## config.mk

```make
export PLATFORM = sky130hd
export DESIGN_NAME = rv32i_lsu_flat
export DESIGN_NICKNAME = d
export VERILOG_FILES = /design/src/rtl/rv32i_lsu_if.sv /design/src/rtl/rv32i_lsu.sv /design/src/flat_wrapper.sv
export SDC_FILE = /design/constraint.sdc
export NUM_CORES = 1
export LEC_CHECK = 0
export ABC_AREA = 1
export CORE_ASPECT_RATIO = 0.5
export CORE_MARGIN = 10
export CORE_UTILIZATION = 45
export DETAILED_ROUTE_END_ITERATION = 10
export PLACE_DENSITY = 0.92
export SETUP_SLACK_MARGIN = 0.05
export SLEW_MARGIN = 20
export SYNTH_ARGS = -nofsm -noshare
export SYNTH_HDL_FRONTEND = slang
export SYNTH_SLANG_ARGS = --single-unit
```

## constraint.sdc

```tcl
create_clock -name clk -period 3.35 [get_ports clk]
set_input_delay 0.5025 -clock clk [delete_from_list [all_inputs] [get_ports clk]]
set_output_delay 0.5025 -clock clk [all_outputs]
set_load 0.01 [all_outputs]
```

## src/rtl/rv32i_lsu_if.sv

```systemverilog
// rtl/rv32i_lsu_if.sv - request/response and data memory signals of the rv32i load/store unit
interface rv32i_lsu_if #(
  parameter int DMEM_WIDTH = 16
);
  logic                  req_valid;
  logic                  req_ready;
  logic [1:0]            req_op;
  logic [2:0]            req_funct3;
  logic [31:0]           req_addr;
  logic [31:0]           req_wdata;
  logic                  resp_valid;
  logic [31:0]           resp_rdata;
  logic [1:0]            resp_error;
  logic                  data_mem_req;
  logic [DMEM_WIDTH-1:0] data_mem_addr;
  logic [3:0]            data_mem_wmask;
  logic [31:0]           data_mem_write;
  logic [31:0]           data_mem_read;
  logic                  data_mem_valid;

  // master: core plus data memory; slave: the load/store unit
  modport master (
    output req_valid, req_op, req_funct3, req_addr, req_wdata, data_mem_read, data_mem_valid,
    input  req_ready, resp_valid, resp_rdata, resp_error,
    input  data_mem_req, data_mem_addr, data_mem_wmask, data_mem_write
  );

  modport slave (
    input  req_valid, req_op, req_funct3, req_addr, req_wdata, data_mem_read, data_mem_valid,
    output req_ready, resp_valid, resp_rdata, resp_error,
    output data_mem_req, data_mem_addr, data_mem_wmask, data_mem_write
  );
endinterface

```

## src/rtl/rv32i_lsu.sv

```systemverilog
// rtl/rv32i_lsu.sv - rv32i load/store unit: one request in, one word-aligned memory access, one response out
module rv32i_lsu #(
  parameter int DMEM_WIDTH = 16,
  parameter int MAX_WAIT   = 3
) (
  input logic        clk,
  input logic        reset,
  rv32i_lsu_if.slave bus
);
  localparam int CW = $clog2(MAX_WAIT + 1);

  typedef enum logic [1:0] {IDLE, ACCESS, WAIT, RESP} state_t;

  state_t        state;
  logic [CW-1:0] wait_cnt;
  logic          is_load;
  logic [2:0]    funct3;
  logic [1:0]    lane;

  logic          illegal;
  logic          misaligned;
  logic [3:0]    st_mask;
  logic [31:0]   st_data;
  logic [31:0]   shifted;
  logic [31:0]   ld_data;
  logic          unused_addr_bits;

  assign unused_addr_bits = ^bus.req_addr[31:DMEM_WIDTH];

  always_comb begin
    illegal = 1'b1;
    if (bus.req_op == 2'b01)
      illegal = !(bus.req_funct3 inside {3'b000, 3'b001, 3'b010, 3'b100, 3'b101});
    else if (bus.req_op == 2'b10)
      illegal = !(bus.req_funct3 inside {3'b000, 3'b001, 3'b010});
    misaligned = ((bus.req_funct3[1:0] == 2'b01) && bus.req_addr[0]) ||
                 ((bus.req_funct3[1:0] == 2'b10) && (bus.req_addr[1:0] != 2'b00));
  end

  // store lane steering; misaligned cases never reach ACCESS so no lane can wrap
  always_comb begin
    st_mask = 4'b1111;
    st_data = bus.req_wdata;
    case (bus.req_funct3[1:0])
      2'b00: begin
        st_mask = 4'b0001 << bus.req_addr[1:0];
        st_data = {4{bus.req_wdata[7:0]}};
      end
      2'b01: begin
        st_mask = 4'b0011 << bus.req_addr[1:0];
        st_data = {2{bus.req_wdata[15:0]}};
      end
      default: ;
    endcase
  end

  always_comb begin
    shifted = bus.data_mem_read >> {lane, 3'b000};
    case (funct3)
      3'b000:  ld_data = {{24{shifted[7]}}, shifted[7:0]};
      3'b001:  ld_data = {{16{shifted[15]}}, shifted[15:0]};
      3'b100:  ld_data = {24'd0, shifted[7:0]};
      3'b101:  ld_data = {16'd0, shifted[15:0]};
      default: ld_data = shifted;
    endcase
  end

  always_ff @(posedge clk or posedge reset) begin
    if (reset) begin
      state              <= IDLE;
      wait_cnt           <= '0;
      is_load            <= 1'b0;
      funct3             <= 3'b000;
      lane               <= 2'b00;
      bus.req_ready      <= 1'b0;
      bus.resp_valid     <= 1'b0;
      bus.resp_rdata     <= '0;
      bus.resp_error     <= 2'b00;
      bus.data_mem_req   <= 1'b0;
      bus.data_mem_addr  <= '0;
      bus.data_mem_wmask <= 4'b0000;
      bus.data_mem_write <= '0;
    end else begin
      case (state)
        IDLE: begin
          if (bus.req_valid && bus.req_ready) begin
            bus.req_ready <= 1'b0;
            is_load       <= (bus.req_op == 2'b01);
            funct3        <= bus.req_funct3;
            lane          <= bus.req_addr[1:0];
            if (illegal || misaligned) begin
              state          <= RESP;
              bus.resp_valid <= 1'b1;
              bus.resp_error <= illegal ? 2'b11 : 2'b01;
            end else begin
              state              <= ACCESS;
              bus.data_mem_req   <= 1'b1;
              bus.data_mem_addr  <= {bus.req_addr[DMEM_WIDTH-1:2], 2'b00};
              bus.data_mem_wmask <= (bus.req_op == 2'b10) ? st_mask : 4'b0000;
              bus.data_mem_write <= (bus.req_op == 2'b10) ? st_data : 32'd0;
            end
          end else begin
            bus.req_ready <= 1'b1;
          end
        end
        ACCESS: begin
          state              <= WAIT;
          wait_cnt           <= '0;
          bus.data_mem_req   <= 1'b0;
          bus.data_mem_wmask <= 4'b0000;
        end
        WAIT: begin
          // a completion on the limit cycle still beats the timeout
          if (bus.data_mem_valid) begin
            state             <= RESP;
            bus.resp_valid    <= 1'b1;
            bus.resp_rdata    <= is_load ? ld_data : 32'd0;
            bus.resp_error    <= 2'b00;
            bus.data_mem_addr <= '0;
            bus.data_mem_write <= '0;
          end else if (wait_cnt == CW'(MAX_WAIT - 1)) begin
            state             <= RESP;
            bus.resp_valid    <= 1'b1;
            bus.resp_error    <= 2'b10;
            bus.data_mem_addr <= '0;
            bus.data_mem_write <= '0;
          end else begin
            wait_cnt <= wait_cnt + 1'b1;
          end
        end
        default: begin
          state          <= IDLE;
          bus.resp_valid <= 1'b0;
          bus.resp_rdata <= '0;
          bus.resp_error <= 2'b00;
          bus.req_ready  <= 1'b1;
        end
      endcase
    end
  end
endmodule
```

## src/flat_wrapper.sv

```systemverilog
// flat-port wrapper written by rule: the top's interface ports become plain ports
module rv32i_lsu_flat 
#(
  parameter int DMEM_WIDTH = 16,
  parameter int MAX_WAIT   = 3
)
  (clk, reset, bus_req_valid, bus_req_op, bus_req_funct3, bus_req_addr, bus_req_wdata, bus_data_mem_read, bus_data_mem_valid, bus_req_ready, bus_resp_valid, bus_resp_rdata, bus_resp_error, bus_data_mem_req, bus_data_mem_addr, bus_data_mem_wmask, bus_data_mem_write);
  rv32i_lsu_if #(.DMEM_WIDTH(DMEM_WIDTH)) bus_i ();
  input logic clk;
  input logic reset;
  input wire logic [$bits(bus_i.req_valid)-1:0] bus_req_valid;
  input wire logic [$bits(bus_i.req_op)-1:0] bus_req_op;
  input wire logic [$bits(bus_i.req_funct3)-1:0] bus_req_funct3;
  input wire logic [$bits(bus_i.req_addr)-1:0] bus_req_addr;
  input wire logic [$bits(bus_i.req_wdata)-1:0] bus_req_wdata;
  input wire logic [$bits(bus_i.data_mem_read)-1:0] bus_data_mem_read;
  input wire logic [$bits(bus_i.data_mem_valid)-1:0] bus_data_mem_valid;
  output wire logic [$bits(bus_i.req_ready)-1:0] bus_req_ready;
  output wire logic [$bits(bus_i.resp_valid)-1:0] bus_resp_valid;
  output wire logic [$bits(bus_i.resp_rdata)-1:0] bus_resp_rdata;
  output wire logic [$bits(bus_i.resp_error)-1:0] bus_resp_error;
  output wire logic [$bits(bus_i.data_mem_req)-1:0] bus_data_mem_req;
  output wire logic [$bits(bus_i.data_mem_addr)-1:0] bus_data_mem_addr;
  output wire logic [$bits(bus_i.data_mem_wmask)-1:0] bus_data_mem_wmask;
  output wire logic [$bits(bus_i.data_mem_write)-1:0] bus_data_mem_write;
  assign bus_i.req_valid = bus_req_valid;
  assign bus_i.req_op = bus_req_op;
  assign bus_i.req_funct3 = bus_req_funct3;
  assign bus_i.req_addr = bus_req_addr;
  assign bus_i.req_wdata = bus_req_wdata;
  assign bus_i.data_mem_read = bus_data_mem_read;
  assign bus_i.data_mem_valid = bus_data_mem_valid;
  assign bus_req_ready = bus_i.req_ready;
  assign bus_resp_valid = bus_i.resp_valid;
  assign bus_resp_rdata = bus_i.resp_rdata;
  assign bus_resp_error = bus_i.resp_error;
  assign bus_data_mem_req = bus_i.data_mem_req;
  assign bus_data_mem_addr = bus_i.data_mem_addr;
  assign bus_data_mem_wmask = bus_i.data_mem_wmask;
  assign bus_data_mem_write = bus_i.data_mem_write;
  rv32i_lsu #(.DMEM_WIDTH(DMEM_WIDTH), .MAX_WAIT(MAX_WAIT)) u_core (.clk(clk), .reset(reset), .bus(bus_i));
endmodule
```

## Word-level counts from Yosys, hierarchy flattened

Cells that the tools add are included.

- Multiply operators: 0
- Reduce and logical (&&, ||, !) cells: 26
- $lt $le $gt $ge: 0
- Bitwise logic cells: 2
- Add/subtract/negate cells: 1
- Shifts and indexed selects: 3
- Mux-type cells: 47
- Eq/ne operators: 21
- Divide/modulo/power cells: 0

Operator list:

| operator | number |
|---|---|
| 32-bit two-way mux | 7 |
| 32-bit one-hot mux with 2 select lines | 3 |
| 32-bit one-hot mux with 4 select lines | 1 |
| 16-bit two-way mux | 4 |
| 16-bit one-hot mux with 2 select lines | 1 |
| 32-bit by 5-bit >> shifter with 32-bit output | 1 |
| 2-bit two-way mux | 11 |
| 4-bit one-hot mux with 2 select lines | 2 |
| 3-bit equality test (second input constant) | 4 |
| 4-bit two-way mux | 3 |
| 2-bit one-hot mux with 3 select lines | 2 |
| 1-bit two-way mux | 9 |
| 2-bit equality test (second input constant) | 4 |
| 2-bit != test (second input constant) | 4 |
| 4-bit AND reduction | 2 |
| 2-bit nonzero test | 4 |
| 2-bit by 1-bit equality test with 1-bit output (second input constant) | 3 |
| 3-bit by 1-bit equality test with 1-bit output (second input constant) | 2 |
| 3-bit zero test | 2 |
| 2-bit AND reduction | 3 |
| 3-bit AND reduction | 2 |
| 5-bit nonzero test | 1 |
| 2-bit zero test | 2 |
| 2-bit by 1-bit != test with 1-bit output (second input constant) | 2 |
| 14 further kinds | 21 |

- Bits in writable memories: 0
- Output and inout port bits: 89
- Latch bits: 0
- Bits of input ports: 105
- Memories: 0
- Memory bits (read-only): 0
- Register bits: 99

## Logic depth before layout (Yosys ltp)

- Depth in word-level cells: 9
- Depth in mapped cells: 10

## Worst setup path after synthesis

No wires, ideal clock.

- Path kind: reg-to-reg
- Start: register u_core.state[0]
- End: register u_core.bus.resp_rdata[0]
- Cell stages (with the launch flop): 10
- Arrival: 1.599 ns
- Setup slack: 1.668 ns
- Data required time: 3.267 ns
- Path through: dfrtp_1 inv_1 ha_1 buf_6 nor2_2 nand4_1 inv_2 buf_4 o21ai_1 o21ai_0

- Cells in the longest elaborated chain, start to end: 4
- Elaborated cells between the ends (all ways): 8
- Classes of those cells: eq/ne: 3; mux: 1; bitwise: 1; reduce/logical: 3

RTL lines:

| element | RTL line | source |
|---|---|---|
| start: declaration | rv32i_lsu.sv:14 | `state_t state;` |
| start signal: assignment | rv32i_lsu.sv:70 | `state <= IDLE;` |
| start signal: assignment | rv32i_lsu.sv:92 | `state <= RESP;` |
| start signal: assignment | rv32i_lsu.sv:96 | `state <= ACCESS;` |
| 2-bit by 1-bit equality test with 1-bit output / 2-bit zero test (equally long branches) | rv32i_lsu.sv:84 | `case (state)` |
| 2-bit OR reduction (no source line) | n/a |  |
| 1-bit inverter (no source line) | n/a |  |
| 2-bit AND reduction (no source line) | n/a |  |
| end signal: assignment | rv32i_lsu.sv:117 | `bus.resp_rdata <= is_load ? ld_data : 32'd0;` |
| end: declaration | rv32i_lsu_if.sv:30 | `output req_ready, resp_valid, resp_rdata, resp_error,` |

Several ways; a longest one is shown, not always the timed one.
A chain may end at the register's enable or synchronous reset.

## Final worst setup path

- Start: input bus_req_funct3[1]
- End: register u_core.bus.data_mem_write[9]

- Cells in the longest elaborated chain, start to end: 8
- Elaborated cells between the ends (all ways): 25
- Classes of those cells: eq/ne: 7; mux: 7; reduce/logical: 11

RTL lines:

| element | RTL line | source |
|---|---|---|
| start: declaration | flat_wrapper.sv:13 | `input wire logic [$bits(bus_i.req_funct3)-1:0] bus_req_funct3;` |
| 3-bit by 1-bit equality test with 1-bit output, or another cell as far along | rv32i_lsu.sv:33, rv32i_lsu.sv:35 |  |
| 3-bit nonzero test | rv32i_lsu.sv:35 | `illegal = !(bus.req_funct3 inside {3'b000, 3'b001, 3'b010});` |
| 1-bit zero test | rv32i_lsu.sv:35 |  |
| 1-bit two-way mux | rv32i_lsu.sv:34 | `else if (bus.req_op == 2'b10)` |
| 1-bit two-way mux | rv32i_lsu.sv:32 | `if (bus.req_op == 2'b01)` |
| 1-bit logical OR | rv32i_lsu.sv:91 | `if (illegal \|\| misaligned) begin` |
| 2-bit != test (no source line) | n/a |  |
| 4-bit AND reduction (no source line) | n/a |  |
| end signal: assignment | rv32i_lsu.sv:100 | `bus.data_mem_write <= (bus.req_op == 2'b10) ? st_data : 32'd0;` |
| end: declaration | rv32i_lsu_if.sv:31 | `output data_mem_req, data_mem_addr, data_mem_wmask, data_mem_write` |

Several ways; a longest one is shown, not always the timed one. The select of a mux whose other input is x is not followed.

==> impl_metrics.ini <==
[outcome]
status = finished clean

[cells_and_area]
finalNetCount = 1012
drive_gt1_share_pct = 5.182
fillerInstances = 951
layout_commonest_cell = sky130_fd_sc_hd__nand2_1
most-common-layout-cells = sky130_fd_sc_hd__nand2_1 (285), sky130_fd_sc_hd__clkdlybuf4s50_1 (175), sky130_fd_sc_hd__dfrtp_1 (97), sky130_fd_sc_hd__nor2_1 (69), sky130_fd_sc_hd__nand3_1 (68)
antenna_cells_inserted = 0
syn_to_final_growth_pct = 40.40
finalCoreUtilization_pct = 66.26

[drt]
routed_wire_length_per_instance_um = 16.77
antenna_left = 0
route.vias.total = 5520
drc_errors = 0
drt_pass1_iterations = 6
routed_wl_um = 17880
vias_per_cell = 5.178
drt_first_iter_violations = 510

[hold_path]
min_path_type = flop to flop

[clock_tree]
h-tree-depth = 3
root_buffer = sky130_fd_sc_hd__clkbuf_16
cts-resized-gates = 0
cts_hold_buf = 0
clock_insertion_delay_at_the_later_pin_of_the_skew_report_ns = 0.34
post_cts_buffers = 0
cts_inserted_buffers = 9
cts_tree = yes
clock-sinks = 97
cts_max_path_buffers = 2
cts.reportedPaths.clkPinSlew_ns = 0.07

[die]
placement_rows = 27
boundaryPins = 194
core-area_um2 = 11250
die-area_um2 = 16810
die_h_um = 96.81
initial_util_pct = 47.19
die_x_um = 173.6

[synth]
yosys_warnings = 0
part_of_the_yosys_area_used_for_sequential_elements_pct = 45.72
post_synth_and_or_nand_nor_area_fraction_pct = 33.70
yosys.area.top_type = sky130_fd_sc_hd__dfrtp_1
post_synth_instance_area_um2 = 5309
synth-xor-area-share_pct = 0
syn_avg_cell_area_um2 = 7.126
synth.area.top_cells = sky130_fd_sc_hd__dfrtp_1 (46%), sky130_fd_sc_hd__nand2_1 (20%), sky130_fd_sc_hd__nand3_1 (6.4%)
muxShareOfSynthArea_pct = 0.4242
main_combinational_cell_family_by_area_after_synthesis = simple AND/OR/NAND/NOR gates
synth-compound-area-share_pct = 10.58
synthesis.instances = 745
synthAdderAreaFrac_pct = 1.178
synth_top_cell_area_share_pct = 45.72
ys_types = 26
synth.ff_latch_count = 97

[sta]
finalCriticalPeriod_ns = 2.318
number_of_hold_violations_in_the_final_report = 0
tightest_slew_ns = 0.7674
max_slew_margin_pct = 48.84
final.hold.worst_slack_ns = 0.4712
final_setup_vio_count = 0
fmax_mhz = 431.4
rsz_0062_raised_after_global_routing = false
clock_skews_ns = 0.005817
fin_crit_share_pct = 69.19
slew_viol_final = 0
setup-tns-final_ns = 0

[global_routing]
grt_start_max_net_pins = 85
global_route.usage.total_pct = 20.83
grt_pass1_wl_um = 29040
via_count_of_the_first_global_routing_pass = 5514
global_route.overflow_total = 0
antenna_found_initial = 0

[setup_path]
timing.critical_path.buf_inv = 3
crit_path_start_kind = input port
critical_path_arrival_ns = 2.55
critical-path-max-stage-delay_ns = 0.67
critPathKind = input port to flop
crit_required_ns = 3.58
cp_slowest_cell = sky130_fd_sc_hd__clkdlybuf4s50_1
crit_path_max_fanout = 36
critical-path-top-delay-family = simple AND/OR/NAND/NOR gates
cp_cell_sequence = clkdlybuf4s50_1, inv_2, nand2_4, nor2_2, nor2_2, nand2_1, nand2_4, nand2_4, buf_4, nand2_1, nand2_1
critical_path.endpoint_type = flop

[power]
finalPower_mw = 6.130
irDropWorstVdd_mv = 0.3993
power.density_nw_per_um2 = 822.4
total_leakage_power_nw = 3.753

[placed_design]
detailed_place_hpwl_um = 13290
portBuffers = 175
gp_congestion = 0.9161

[flow_run]
cap_violations = 0
==> kinds of logic (layout without fill, tap and decap cells) <==
kind of cell             Yosys count  count (layout)
multiplexers                       2               2
AO/OA/AOI/OAI                    106             106
buffers and inverters             96             257
AND/OR/NAND/NOR                  438             438
adder cells (fa/ha/maj)            5               5
other                              1               2
flip-flops                        97              97
==> state kept, by name (all words and copies together) (netlist names) <==
| register | flops |
|---|---|
| u_core.bus.resp_error | 2 |
| u_core.bus.resp_valid | 1 |
| u_core.funct3 | 3 |
| u_core.state | 2 |
| u_core.bus.data_mem_addr | 14 |
| u_core.wait_cnt | 2 |
| u_core.bus.resp_rdata | 32 |
| u_core.is_load | 1 |
| u_core.bus.data_mem_req | 1 |
| u_core.bus.data_mem_write | 32 |
| u_core.bus.data_mem_wmask | 4 |
| u_core.lane | 2 |
| u_core.bus.req_ready | 1 |
==> final timing paths <==
kind                                                          start                                   endpoint  slack (ns)  cells past startpoint
setup / recovery                                  bus_req_funct3[1]   u_core.bus.data_mem_write[9]$_DFFE_PP0P_        1.03                     11
hold / removal             u_core.bus.data_mem_wmask[1]$_DFFE_PP0P_   u_core.bus.data_mem_wmask[1]$_DFFE_PP0P_        0.47                      2
setup reg to reg                        u_core.state[0]$_DFFE_PP0P_  u_core.bus.data_mem_write[10]$_DFFE_PP0P_        1.13                      9
hold reg to reg            u_core.bus.data_mem_wmask[1]$_DFFE_PP0P_   u_core.bus.data_mem_wmask[1]$_DFFE_PP0P_        0.47                      2
max in group asynchronous                                     reset        u_core.bus.data_mem_req$_DFFE_PP0P_        2.02                      3
min in group asynchronous                                     reset  u_core.bus.data_mem_write[25]$_DFFE_PP0P_        0.68                      2
==> synthesized netlist by cell type <==
master and number:
sky130_fd_sc_hd__a211oi_1 8, sky130_fd_sc_hd__a21oi_1 33, sky130_fd_sc_hd__buf_1 3, sky130_fd_sc_hd__buf_2 11, sky130_fd_sc_hd__buf_4 8, sky130_fd_sc_hd__buf_6 5
sky130_fd_sc_hd__clkbuf_1 17, sky130_fd_sc_hd__conb_1 1, sky130_fd_sc_hd__dfrtp_1 97, sky130_fd_sc_hd__ha_1 5, sky130_fd_sc_hd__inv_1 48, sky130_fd_sc_hd__inv_2 4
sky130_fd_sc_hd__mux2_2 2, sky130_fd_sc_hd__nand2_1 286, sky130_fd_sc_hd__nand2_4 3, sky130_fd_sc_hd__nand3_1 68, sky130_fd_sc_hd__nand3_2 2, sky130_fd_sc_hd__nand3b_1 1
sky130_fd_sc_hd__nand4_1 2, sky130_fd_sc_hd__nor2_1 69, sky130_fd_sc_hd__nor2_2 5, sky130_fd_sc_hd__nor3_1 1, sky130_fd_sc_hd__o21ai_0 55, sky130_fd_sc_hd__o21ai_1 1
sky130_fd_sc_hd__o22ai_1 9, sky130_fd_sc_hd__or2_1 1
==> tightest hold or removal path: stages (launching register included) <==
cell	delay (ns)
sky130_fd_sc_hd__dfrtp_1	0.34
sky130_fd_sc_hd__nand2_1	0.05
sky130_fd_sc_hd__nand2_1	0.04
==> layout make-up <==
type	count	area, um^2	area share (%)
clock inverters	6	90.09	1.209
well taps	159	198.9	2.669
repair buffers	189	1857	24.91
inverters	52	200.2	2.686
clock buffers	10	229.0	3.072
multi-input cells	553	2451	32.89
flip-flops and latches	97	2427	32.57
==> metal layers <==
| layer | up-vias | part of all wire (%) | global-route usage [%] |
|---|---|---|---|
| met4 | 0 | 1.5 | 5.246 |
| met1 | 2604 | 43 | 25.56 |
| met5 | - | 0 | 0 |
| li1 | 2682 | - | - |
| met3 | 20 | 7.2 | 5.921 |
| met2 | 214 | 49 | 35.37 |
==> per-stage QoR <==
stage / cells / area, um^2 / setup WS (ns)
5_1_grt: 1066 / 7453 / 0.9099
2_1_floorplan: 746 / 5313 / 0.3138
6_report: 1066 / 7453 / 1.032
3_5_place_dp: 1050 / 7129 / 0.7315
3_3_place_gp: 1050 / 7129 / 0.7834
4_1_cts: 1066 / 7448 / 1.095
==> power breakdown <==
part / switching [mW] / internal (mW)
registers: 0.336 / 1.57
clock network: 0.472 / 0.658
logic: 1.85 / 1.25
(Power assumes the default switching activity.)
